File: src/rtl/lmc_pkg.sv
// -----------------------------------------------------------------------------
// lmc_pkg
// Definitions shared by the LMC data memory and its storage array.
//   lmc_ram_state_t : two-state controller encoding (CLEAR sweep / IDLE service)
//   LMC_DW, LMC_AW  : default data and address widths of the LMC main store
//   lmc_parity()    : even-parity bit over a zero-extended data word
// -----------------------------------------------------------------------------
package lmc_pkg;

   typedef enum logic {
      CLEAR = 1'b0,
      IDLE  = 1'b1
   } lmc_ram_state_t;

   localparam int LMC_DW = 4;
   localparam int LMC_AW = 2;

   // Widest word lmc_parity() accepts; callers zero-extend, which leaves the
   // parity of the real data bits unchanged.
   localparam int LMC_PAR_W = 64;

   // Returns the bit that makes the XOR of data plus parity equal to zero.
   function automatic logic lmc_parity(input logic [LMC_PAR_W-1:0] data);
      return ^data;
   endfunction

endpackage

File: src/rtl/lmc_ram_array.sv
// -----------------------------------------------------------------------------
// lmc_ram_array
// Bare storage for lmc_ram: DEPTH words of WW bits, one write port and one
// registered read port sharing the clock. A read and write to the same address
// on the same edge returns the write data (write-first), which is how the top
// level obtains its write-through result.
//
// Ports
//   clk    in   clock
//   rst    in   asynchronous active-high reset (read register only)
//   we     in   write enable
//   wadr   in   write address
//   wdata  in   write word
//   re     in   read enable; rdata holds its value while low
//   radr   in   read address
//   rdata  out  registered read word
// -----------------------------------------------------------------------------
module lmc_ram_array
   import lmc_pkg::*;
#(
   parameter int WW = LMC_DW,
   parameter int AW = LMC_AW
) (
   input  logic          clk,
   input  logic          rst,
   input  logic          we,
   input  logic [AW-1:0] wadr,
   input  logic [WW-1:0] wdata,
   input  logic          re,
   input  logic [AW-1:0] radr,
   output logic [WW-1:0] rdata
);

   localparam int DEPTH = 1 << AW;

   logic [WW-1:0] mem [DEPTH];

   // NOTE: the storage has no reset branch so it maps onto plain RAM cells;
   // the controller's clear sweep is what gives the words a defined value.
   always_ff @(posedge clk) begin
      if (we) begin
         mem[wadr] <= wdata;
      end
   end

   // NOTE: sequential state uses non-blocking assignments so every register
   // samples the pre-edge values regardless of block evaluation order.
   always_ff @(posedge clk or posedge rst) begin
      if (rst) begin
         rdata <= '0;
      end else if (re) begin
         rdata <= (we && (wadr == radr)) ? wdata : mem[radr];
      end
   end

endmodule

File: src/rtl/lmc_ram.sv
// -----------------------------------------------------------------------------
// lmc_ram
// Single-port synchronous data memory for the LMC datapath. After reset, or on
// a clr request taken in IDLE, a hardware sweep writes CLR_VAL to every word
// (busy=1 for DEPTH cycles). In IDLE every req is accepted, and ack pulses one
// cycle later with RAM_out holding the read word or the written word.
//
// Configuration macro: LMC_RAM_PARITY_EN
//   defined   : each word stores an even-parity bit; par_err flags a mismatch
//               on the word returned with ack
//   undefined : DW-bit storage, par_err tied low
//
// Ports
//   clk      in   clock, rising edge
//   rst      in   asynchronous active-high reset
//   req      in   access request, taken while ready=1
//   we       in   1 = write, 0 = read
//   adr      in   word address
//   data_in  in   write data
//   clr      in   start a clear sweep, taken while ready=1
//   ready    out  controller is idle and accepts a request
//   busy     out  clear sweep in progress
//   ack      out  one-cycle pulse after each accepted request
//   RAM_out  out  registered read / write-through data
//   par_err  out  parity mismatch on the word returned with ack
// -----------------------------------------------------------------------------
module lmc_ram
   import lmc_pkg::*;
#(
   parameter int            DW      = LMC_DW,
   parameter int            AW      = LMC_AW,
   parameter logic [DW-1:0] CLR_VAL = '0
) (
   input  logic          clk,
   input  logic          rst,
   input  logic          req,
   input  logic          we,
   input  logic [AW-1:0] adr,
   input  logic [DW-1:0] data_in,
   input  logic          clr,
   output logic          ready,
   output logic          busy,
   output logic          ack,
   output logic [DW-1:0] RAM_out,
   output logic          par_err
);

   localparam int            DEPTH    = 1 << AW;
   localparam logic [AW-1:0] LAST_PTR = AW'(DEPTH - 1);

`ifdef LMC_RAM_PARITY_EN
   localparam int WW = DW + 1;
`else
   localparam int WW = DW;
`endif

   lmc_ram_state_t state;
   logic [AW-1:0]  clr_ptr;

   logic           arr_we;
   logic [AW-1:0]  arr_wadr;
   logic [DW-1:0]  arr_wdat;
   logic [WW-1:0]  arr_wword;
   logic           arr_re;
   logic [WW-1:0]  arr_rword;

   assign ready = (state == IDLE);
   assign busy  = (state == CLEAR);

   // ---------------------------------------------------------------------------
   // Controller: sweep pointer, state and ack pulse
   // ---------------------------------------------------------------------------
   always_ff @(posedge clk or posedge rst) begin
      if (rst) begin
         state   <= CLEAR;
         clr_ptr <= '0;
         ack     <= 1'b0;
      end else begin
         case (state)
            CLEAR: begin
               ack <= 1'b0;
               // The pointer stops on the last word instead of wrapping; it is
               // rearmed to 0 while IDLE.
               if (clr_ptr == LAST_PTR) begin
                  state <= IDLE;
               end else begin
                  clr_ptr <= clr_ptr + AW'(1);
               end
            end
            default: begin
               ack     <= req;
               clr_ptr <= '0;
               if (clr) begin
                  state <= CLEAR;
               end
            end
         endcase
      end
   end

   // ---------------------------------------------------------------------------
   // Storage port steering: the sweep owns the write port while busy, otherwise
   // an accepted request drives both ports at the same address so a write
   // comes straight back on the read register.
   // ---------------------------------------------------------------------------
   // NOTE: every output of this block gets a default first, so no path leaves
   // a signal unassigned and no latch is inferred.
   always_comb begin
      arr_we   = 1'b0;
      arr_wadr = adr;
      arr_wdat = data_in;
      arr_re   = 1'b0;
      if (state == CLEAR) begin
         arr_we   = 1'b1;
         arr_wadr = clr_ptr;
         arr_wdat = CLR_VAL;
      end else if (req) begin
         arr_we = we;
         arr_re = 1'b1;
      end
   end

`ifdef LMC_RAM_PARITY_EN
   assign arr_wword = {lmc_parity(LMC_PAR_W'(arr_wdat)), arr_wdat};
   // A written word carries freshly computed parity, so write-through data can
   // never report an error; only a corrupted stored word can.
   assign par_err   = lmc_parity(LMC_PAR_W'(arr_rword[DW-1:0])) ^ arr_rword[DW];
`else
   assign arr_wword = arr_wdat;
   assign par_err   = 1'b0;
`endif

   assign RAM_out = arr_rword[DW-1:0];

   lmc_ram_array #(
      .WW (WW),
      .AW (AW)
   ) u_array (
      .clk   (clk),
      .rst   (rst),
      .we    (arr_we),
      .wadr  (arr_wadr),
      .wdata (arr_wword),
      .re    (arr_re),
      .radr  (adr),
      .rdata (arr_rword)
   );

endmodule
File: config.mk
export PLATFORM = sky130hd
export DESIGN_NAME = lmc_ram
export DESIGN_NICKNAME = d
export VERILOG_FILES = /design/src/rtl/lmc_pkg.sv /design/src/rtl/lmc_ram_array.sv /design/src/rtl/lmc_ram.sv
export SDC_FILE = /design/constraint.sdc
export NUM_CORES = 1
export LEC_CHECK = 0
export CAP_MARGIN = 20
export CORE_MARGIN = 5
export CORE_UTILIZATION = 40
export DETAILED_ROUTE_END_ITERATION = 10
export SYNTH_ARGS = -nofsm -noshare
export SYNTH_HDL_FRONTEND = slang
export SYNTH_HIERARCHICAL = 1
export SYNTH_SLANG_ARGS = --single-unit
export TNS_END_PERCENT = 1
File: constraint.sdc
create_clock -name clk -period 2.5 [get_ports clk]
set_input_delay 0.5 -clock clk [delete_from_list [all_inputs] [get_ports clk]]
set_output_delay 0.5 -clock clk [all_outputs]
set_load 0.05 [all_outputs]
==> results of run 1 <==
[registers in the layout (all words and copies together) (netlist names)]
signal         flops
ready              1
clr_ptr            2
ack                1
u_array/mem       16
u_array/rdata      4
[cell type report]
cell class / count / area, sq um / area share, %
Sequential cell: 24 / 681 / 50.3
Multi-Input combinational cell: 46 / 367 / 27.1
Timing Repair Buffer: 21 / 200 / 14.8
Tap cell: 31 / 38.8 / 2.87
Clock inverter: 1 / 30.0 / 2.22
Clock buffer: 3 / 22.5 / 1.66
Inverter: 4 / 15.0 / 1.11
[layer usage]
| metal | up-vias | global-route usage, % | part of all wire [%] |
|---|---|---|---|
| met3 | 4 | 3.42 | 5.2 |
| met4 | 0 | 7.16 | 2.5 |
| met2 | 20 | 18.4 | 49 |
| li1 | 330 | - | - |
| met1 | 326 | 15.2 | 43 |
| met5 | - | 0 | 0 |
[power groups by stage]
stage | sequential, uW | combinational, uW | clock [uW]
final | 687 | 787 | 283
after global routing | 710 | 858 | 304
after CTS | 690 | 797 | 290
after detailed placement | 699 | 791 | 0
after global placement | 693 | 782 | 0
after floorplan | 831 | 408 | 0
[final timing paths]
| kind | startpoint | to | slack, ps | cells past startpoint |
|---|---|---|---|---|
| max | ready | busy | 360 | 2 |
| min | rst | u_array/rdata[2] | 360 | 2 |
| max reg2reg | ready | u_array/rdata[1] | 720 | 5 |
| min reg2reg | u_array/rdata[1] | u_array/rdata[1] | 560 | 2 |
| max in group asynchronous | rst | clr_ptr[0] | 1950 | 2 |
| min in group clk | u_array/rdata[1] | u_array/rdata[1] | 560 | 2 |
[logic make-up after synthesis]
| group | after synthesis | synth area share, % |
|---|---|---|
| AO/OA/AOI/OAI | 9 | 5.45 |
| XOR/XNOR | 5 | 4.66 |
| adder cells (fa/ha/maj) | 1 | 1.14 |
| buffers and inverters | 9 | 4.89 |
| flip-flops | 24 | 61.8 |
| multiplexers | 7 | 11.1 |
| other | 1 | 0.341 |
| AND/OR/NAND/NOR | 23 | 10.6 |
[Yosys cell counts, drive strengths merged, types with 2 or more instances]
library cell,count
edfxtp,16
a31oi,4
nand2,3
xnor2,2
mux2,2
nor2,8
o31ai,4
inv,4
dfrtp,8
mux4,4
and2,5
xor2,3
buf,5
nand4,4
[layout by cell type (no fill, tap or decap), drive strengths merged, types with 4 or more instances in the layout]
cell / netlist / layout
buf: 5 / 4
a31oi: 4 / 4
dfrtp: 8 / 8
clkdlybuf4s50: 0 / 17
o31ai: 4 / 4
and2: 5 / 5
inv: 4 / 4
nor2: 8 / 8
nand4: 4 / 4
edfxtp: 16 / 16
mux4: 4 / 4
[metrics by stage]
step | worst slack, ps | util (%) | hold WS [ps] | area, sq um
2_1_floorplan | 598 | - | 266 | 1100
3_3_place_gp | 272 | 48.4 | 534 | 1300
3_5_place_dp | 230 | 48.4 | 540 | 1300
4_1_cts | 330 | 50.4 | 360 | 1350
5_1_grt | 285 | 50.4 | 367 | 1350
6_report | 355 | 50.4 | 362 | 1350
==> impl_metrics.csv, run 1 <==
group,metric,value,unit
power_and_ir_drop,finalPower,1760,uW
logic_synthesis,synth_top_area_cell,"edfxtp_1",
routing,drt-pass1-iter-count,4,
power_and_ir_drop,ir_worst_vdd,0.000850,V
global_routing,grt_pass1_wl,3.55,mm
logic_synthesis,synth.yosys.seq_area_share,61.8,%
setup_path,path_cells,"inv_1 -> clkdlybuf4s50_1",
finish,final_cells,130,
finish,num_antenna_cells,0,
logic_synthesis,ys.warnings.count,6,
clock_network,cts-resized-gates,0,
logic_synthesis,postSynthAreaPerCell,13.9,sq um
global_routing,antenna_found_initial,0,
logic_synthesis,synthArstFlopShare,33.3,%
global_routing,grt_pass1_vias,690,
setup_path,required,2000,ps
timing,hold_viol_final,0,
logic_synthesis,synth_area,0.00110,sq mm
placement,io_buffers,17,
outcome,status,"completed",
routing,drtIter0Drc,30,
global_routing,overflow,0,
clock_network,cts.path.max_buffers,2,
clock_network,ctsHoldBuffers,0,
timing,rsz0062_at_grt,"no",
setup_path,cp_slowest_cell,"clkdlybuf4s50_1",
routing,drt_wl_total,2.11,mm
timing,worstMarginPinSlew,497,ps
die,dieHeight,62.5,microns
logic_synthesis,ys_ff_latch,24,
routing,post_drt_wl_per_cell,16.3,microns
setup_path,cp.arrival,1640,ps
routing,num_vias,680,
setup_path,critPathTopFamily,"buffers and inverters",
setup_path,cp_num_buf_inv,2,
finish,syn_to_final_growth,23.0,%
timing,finClkSkew,11.8,ps
logic_synthesis,synth_flop_cell,"edfxtp_1",
finish,nFillCells,244,
power_and_ir_drop,p_sw_share,38.8,%
finish,drive_gt1_share,15.2,%
power_and_ir_drop,p_clk_share,16.1,%
logic_synthesis,synth_cells,79,
setup_path,end_kind,"primary output",
setup_path,startpoint_type,"register",
die,num_rows,19,
setup_path,critPathKind,"reg2out",
clock_network,clkSlewWorstSetupHoldPaths,140,ps
die,io_pins,19,
die,initial_core_util,41.0,%
placement,gp_congestion,0.791,
clock_network,post_cts_buffers,0,
setup_path,max_stage_delay,790,ps
timing,clock.fmax,466,MHz
power_and_ir_drop,power.share.combinational,44.8,%
clock_network,htree_levels,1,
timing,maxSlewViolCount,0,
global_routing,grt_max_degree,15,
run,drv_cap,0,
logic_synthesis,synth_top_cells_by_area,"edfxtp_1 (44%), dfrtp_1 (18%), mux4_2 (8.2%)",
timing,min_period,2140,ps
logic_synthesis,syn_nets,91,
power_and_ir_drop,power.density,1300,mW/mm^2
timing,relSlewSlack,66.8,%
die,die_x,62.5,microns
power_and_ir_drop,p_leak,0.000516,uW
clock_network,clock-sinks,24,
routing,via_per_inst,5.23,
clock_network,cts_tree,"done",
die,core-area,0.00269,sq mm
power_and_ir_drop,intPower,1070,uW
timing,tns,0,ps
routing,postRouteAntennaNets,0,
clock_network,cts_buffers,3,
power_and_ir_drop,power_switching,682,uW
placement,post-place-cells,126,
logic_synthesis,synth_top_area_share,43.6,%
power_and_ir_drop,p_seq_share,39.1,%
min_path,hold_path.class,"in2async",
clock_network,clock_latency,320,ps
routing,drc,0,
finish,fin_nets,112,
global_routing,grt_use_total,12.1,%
clock_network,cts_root_buf,"clkbuf_4",
timing,fin_crit_sh,85.8,%
die,die-area,0.00390,sq mm
placement,dpl.hpwl,1.59,mm
setup_path,cp_max_fo,5,
logic_synthesis,synth-edff-count,16,
logic_synthesis,synthDistinctLibCells,25,
timing,setup_viol,0,
(Power assumes the default switching activity.)
==> run 2, diff against run 1 <==
GPL_TIMING_DRIVEN = 0   (was default)
==> impl_metrics.csv, run 2 (same netlist as run 1, synthesis figures left out) <==
group,metric,value,unit
placement,gp_congestion,0.698,
power_and_ir_drop,intPower,1060,uW
timing,relSlewSlack,50.4,%
finish,largest_register,"u_array/mem",
finish,num_antenna_cells,0,
timing,hold_viol_final,0,
outcome,status,"completed",
finish,final_common_cell,"clkdlybuf4s50_1",
min_path,hold_path.class,"in2async",
finish,drive_gt1_share,15.0,%
power_and_ir_drop,ir_worst_vdd,0.000759,V
setup_path,cp.arrival,1780,ps
power_and_ir_drop,p_seq_share,39.3,%
clock_network,ctsHoldBuffers,0,
setup_path,end_kind,"primary output",
clock_network,cts_tree,"done",
timing,maxSlewViolCount,0,
finish,syn_to_final_growth,23.8,%
global_routing,grt_pass1_wl,3.25,mm
finish,final_cells,131,
die,die_x,62.5,microns
timing,worstMarginPinSlew,742,ps
finish,largest_reg_flops,16,
finish,final_cell_mix,"clkdlybuf4s50_1 (17), edfxtp_1 (16), nor2_1 (8), dfrtp_1 (8), and2_1 (5)",
timing,setup_viol,0,
finish,reg_top3,"u_array/mem (16), u_array/rdata (4), clr_ptr (2)",
global_routing,overflow,0,
timing,fin_crit_sh,91.3,%
setup_path,r2r_cells,4,
power_and_ir_drop,power.density,1260,mW/mm^2
clock_network,cts_root_buf,"clkbuf_4",
power_and_ir_drop,power_switching,662,uW
global_routing,grt_use_total,10.8,%
timing,clock.fmax,438,MHz
power_and_ir_drop,p_sw_share,38.4,%
routing,via_per_inst,5.11,
run,drv_cap,0,
global_routing,grt_max_degree,15,
routing,drc,0,
die,io_pins,19,
die,initial_core_util,41.0,%
setup_path,startpoint_type,"register",
die,num_rows,19,
routing,drtIter0Drc,14,
power_and_ir_drop,p_leak,0.000518,uW
power_and_ir_drop,p_clk_share,16.0,%
finish,fin_nets,113,
clock_network,cts_buffers,3,
clock_network,htree_levels,1,
routing,postRouteAntennaNets,0,
timing,tns,0,ps
clock_network,post_cts_buffers,0,
global_routing,antenna_found_initial,0,
clock_network,clock_latency,310,ps
placement,io_buffers,17,
die,dieHeight,62.5,microns
setup_path,required,2000,ps
die,die-area,0.00390,sq mm
clock_network,clkSlewWorstSetupHoldPaths,130,ps
timing,fin_ws,216,ps
routing,drt_wl_total,1.96,mm
placement,post-place-cells,127,
setup_path,critPathKind,"reg2out",
routing,drt-pass1-iter-count,4,
timing,min_period,2280,ps
setup_path,cp_max_fo,10,
timing,timing.hold.ws,378,ps
clock_network,cts.path.max_buffers,2,
power_and_ir_drop,power.share.combinational,44.7,%
placement,dpl.hpwl,1.50,mm
timing,finClkSkew,1.58,ps
routing,post_drt_wl_per_cell,14.9,microns
routing,num_vias,670,
placement,place_worst_setup_slack,70.6,ps
timing,rsz0062_at_grt,"no",
die,core-area,0.00269,sq mm
global_routing,grt_pass1_vias,699,
clock_network,clock-sinks,24,
clock_network,cts-resized-gates,0,
## run 2: cell types whose count changed in the layout (fill, tap and decap cells not counted)
cell / change
buf_4: -3
buf_2: +1
buf_1: +1
buf_6: +2
## run 2: worst paths after layout
| check | slack [ps] | from | to |
|---|---|---|---|
| max | 220 | ready | busy |
| min | 380 | rst | u_array/rdata[1] |
| max reg2reg | 540 | ready | u_array/mem[2][2] |
| min reg2reg | 540 | u_array/rdata[0] | u_array/rdata[0] |
| max in group asynchronous | 1940 | rst | ack |
| min in group clk | 540 | u_array/rdata[0] | u_array/rdata[0] |
## run 2: power by group through the flow
| stage | combinational [uW] | sequential, uW | clock [uW] |
|---|---|---|---|
| 2_1_floorplan | 408 | 831 | 0 |
| 3_5_place_dp | 779 | 691 | 0 |
| 5_1_grt | 838 | 698 | 303 |
| 3_3_place_gp | 772 | 681 | 0 |
| 6_report | 770 | 677 | 276 |
| 4_1_cts | 781 | 681 | 285 |
## run 2: routing by layer
layer,vias to the layer above,track usage [%],routed length (microns),part of all wire (%)
met5,-,0,0,0
met4,0,3.98,24,1.2
met3,4,4.50,101,5.2
met2,17,16.5,954,49
met1,318,13.6,877,45
li1,331,-,-,-
## run 2: worst max-delay path: stages, from the launching register on
cell             delay (ps)
dfrtp_1                 460
buf_6                   170
inv_1                    50
clkdlybuf4s50_1         790
## run 2: final cells by class
type / count / area, sq um
timing repair buffer: 17 / 170
sequential: 24 / 681
fill: 245 / 1320
buffer: 5 / 38.8
inverter: 4 / 15.0
multi-input combinational: 46 / 367
clock inverter: 1 / 30.0
tap: 31 / 38.8
clock buffer: 3 / 22.5
## run 2: metrics by stage
stage	power (uW)	cell area (sq um)	util [%]
final	1720	1360	50.7
after floorplan	1240	1100	-
after detailed placement	1470	1310	48.8
after CTS	1750	1360	50.7
after global placement	1450	1310	48.8
after global routing	1840	1360	50.7
==> run 3, diff against run 2 <==
PLACE_DENSITY = 0.71   (was default)
SLEW_MARGIN = 0   (was default)
==> impl_metrics.csv, run 3 (same netlist as run 1, synthesis figures left out) <==
group,metric,value,unit
die,initial_core_util,41.0,%
timing,clock.fmax,441,MHz
placement,gp_congestion,0.726,
timing,fin_crit_sh,90.6,%
finish,final_util,50.7,%
global_routing,grt_max_degree,15,
global_routing,grt_pass1_wl,3.22,mm
routing,drtIter0Drc,20,
routing,via_per_inst,5.11,
power_and_ir_drop,power.density,1260,mW/mm^2
finish,largest_reg_flops,16,
timing,relSlewSlack,57.6,%
placement,place_worst_setup_slack,178,ps
routing,drc,0,
clock_network,clkSlewWorstSetupHoldPaths,120,ps
global_routing,overflow,0,
power_and_ir_drop,power.share.combinational,44.4,%
clock_network,clock-sinks,24,
clock_network,cts_tree,"done",
power_and_ir_drop,intPower,1060,uW
setup_path,r2r_cells,4,
setup_path,regToRegSetupSlack,650,ps
timing,min_period,2270,ps
clock_network,clock_latency,310,ps
power_and_ir_drop,p_leak,0.000518,uW
die,io_pins,19,
clock_network,cts_buffers,3,
finish,syn_to_final_growth,23.8,%
die,core-area,0.00269,sq mm
finish,drive_gt1_share,15.0,%
clock_network,cts.path.max_buffers,2,
setup_path,startpoint_type,"register",
timing,maxSlewViolCount,0,
power_and_ir_drop,p_sw_share,38.2,%
routing,drt_wl_total,1.91,mm
clock_network,ctsHoldBuffers,0,
placement,io_buffers,17,
die,die-area,0.00390,sq mm
routing,num_vias,670,
finish,final_cell_area,0.00136,sq mm
clock_network,post_cts_buffers,0,
outcome,status,"completed",
setup_path,r2r-start,"ready",
finish,fin_nets,113,
placement,dpl-instance-area,0.00131,sq mm
timing,rsz0062_at_grt,"no",
setup_path,cp_max_fo,10,
setup_path,critPathKind,"reg2out",
die,die_x,62.5,microns
routing,post_drt_wl_per_cell,14.6,microns
global_routing,antenna_found_initial,0,
finish,reg_top3,"u_array/mem (16), u_array/rdata (4), clr_ptr (2)",
setup_path,required,2000,ps
min_path,hold_path.class,"in2async",
clock_network,cts_root_buf,"clkbuf_4",
power_and_ir_drop,power_switching,657,uW
power_and_ir_drop,finalPower,1720,uW
setup_path,end_kind,"primary output",
placement,dpl.hpwl,1.53,mm
timing,fin_ws,234,ps
setup_path,startpoint,"ready",
clock_network,cts-resized-gates,0,
setup_path,reg2reg_to,"u_array/mem[2][3]",
timing,finClkSkew,3.22,ps
power_and_ir_drop,p_clk_share,15.9,%
setup_path,crit_end,"busy",
die,num_rows,19,
timing,hold_viol_final,0,
setup_path,cp.arrival,1770,ps
finish,largest_register,"u_array/mem",
timing,worstMarginPinSlew,635,ps
clock_network,htree_levels,1,
global_routing,grt_use_total,10.1,%
power_and_ir_drop,p_seq_share,39.6,%
run,drv_cap,0,
routing,drt-pass1-iter-count,4,
die,dieHeight,62.5,microns
finish,final_cell_mix,"clkdlybuf4s50_1 (17), edfxtp_1 (16), nor2_1 (8), dfrtp_1 (8), and2_1 (5)",
timing,setup_viol,0,
finish,final_common_cell,"clkdlybuf4s50_1",
timing,tns,0,ps
power_and_ir_drop,ir_worst_vdd,0.000847,V
finish,num_antenna_cells,0,
global_routing,grt_pass1_vias,720,
routing,postRouteAntennaNets,0,
-- run 3: cell counts in the layout (fill, tap and decap cells not counted) --
Identical to the previous run, type by type.
-- run 3: how the worst min path moves through the flow --
stage / from / to / depth (start not counted)
after global routing: rst / u_array/rdata[0] / 2
final: rst / u_array/rdata[0] / 2
after detailed placement: u_array/rdata[1] / u_array/rdata[1] / 2
after CTS: rst / u_array/rdata[0] / 2
after floorplan: rst / ack / 1
after global placement: u_array/rdata[2] / u_array/rdata[2] / 2
-- run 3: layout make-up --
| class | count | area (sq um) |
|---|---|---|
| fill | 235 | 1320 |
| sequential | 24 | 681 |
| multi-input combinational | 46 | 367 |
| timing repair buffer | 17 | 170 |
| buffer | 5 | 38.8 |
| tap | 31 | 38.8 |
| clock inverter | 1 | 30.0 |
| clock buffer | 3 | 22.5 |
| inverter | 4 | 15.0 |
-- run 3: stage by stage --
step	cells	hold slack (ps)
2_1_floorplan	79	266
3_3_place_gp	127	533
3_5_place_dp	127	532
4_1_cts	131	379
5_1_grt	131	380
6_report	131	383
-- run 3: critical path: stages, from the launching register on --
cell             delay [ps]
dfrtp_1                 460
buf_6                   160
inv_1                    50
clkdlybuf4s50_1         790
-- run 3: power groups by stage --
stage	logic (uW)	clock network (uW)	registers, uW
finish	764	274	681
detailed placement	768	0	694
CTS	770	283	684
global route	828	304	698
floorplan	408	0	831
global placement	748	0	686
-- run 3: routing by layer --
layer,track usage (%),part of all wire (%),vias to the layer above
met5,0,0,-
met4,4.51,1.5,0
met3,2.70,6.1,3
met2,15.5,50,24
met1,13.4,42,312
li1,-,-,331
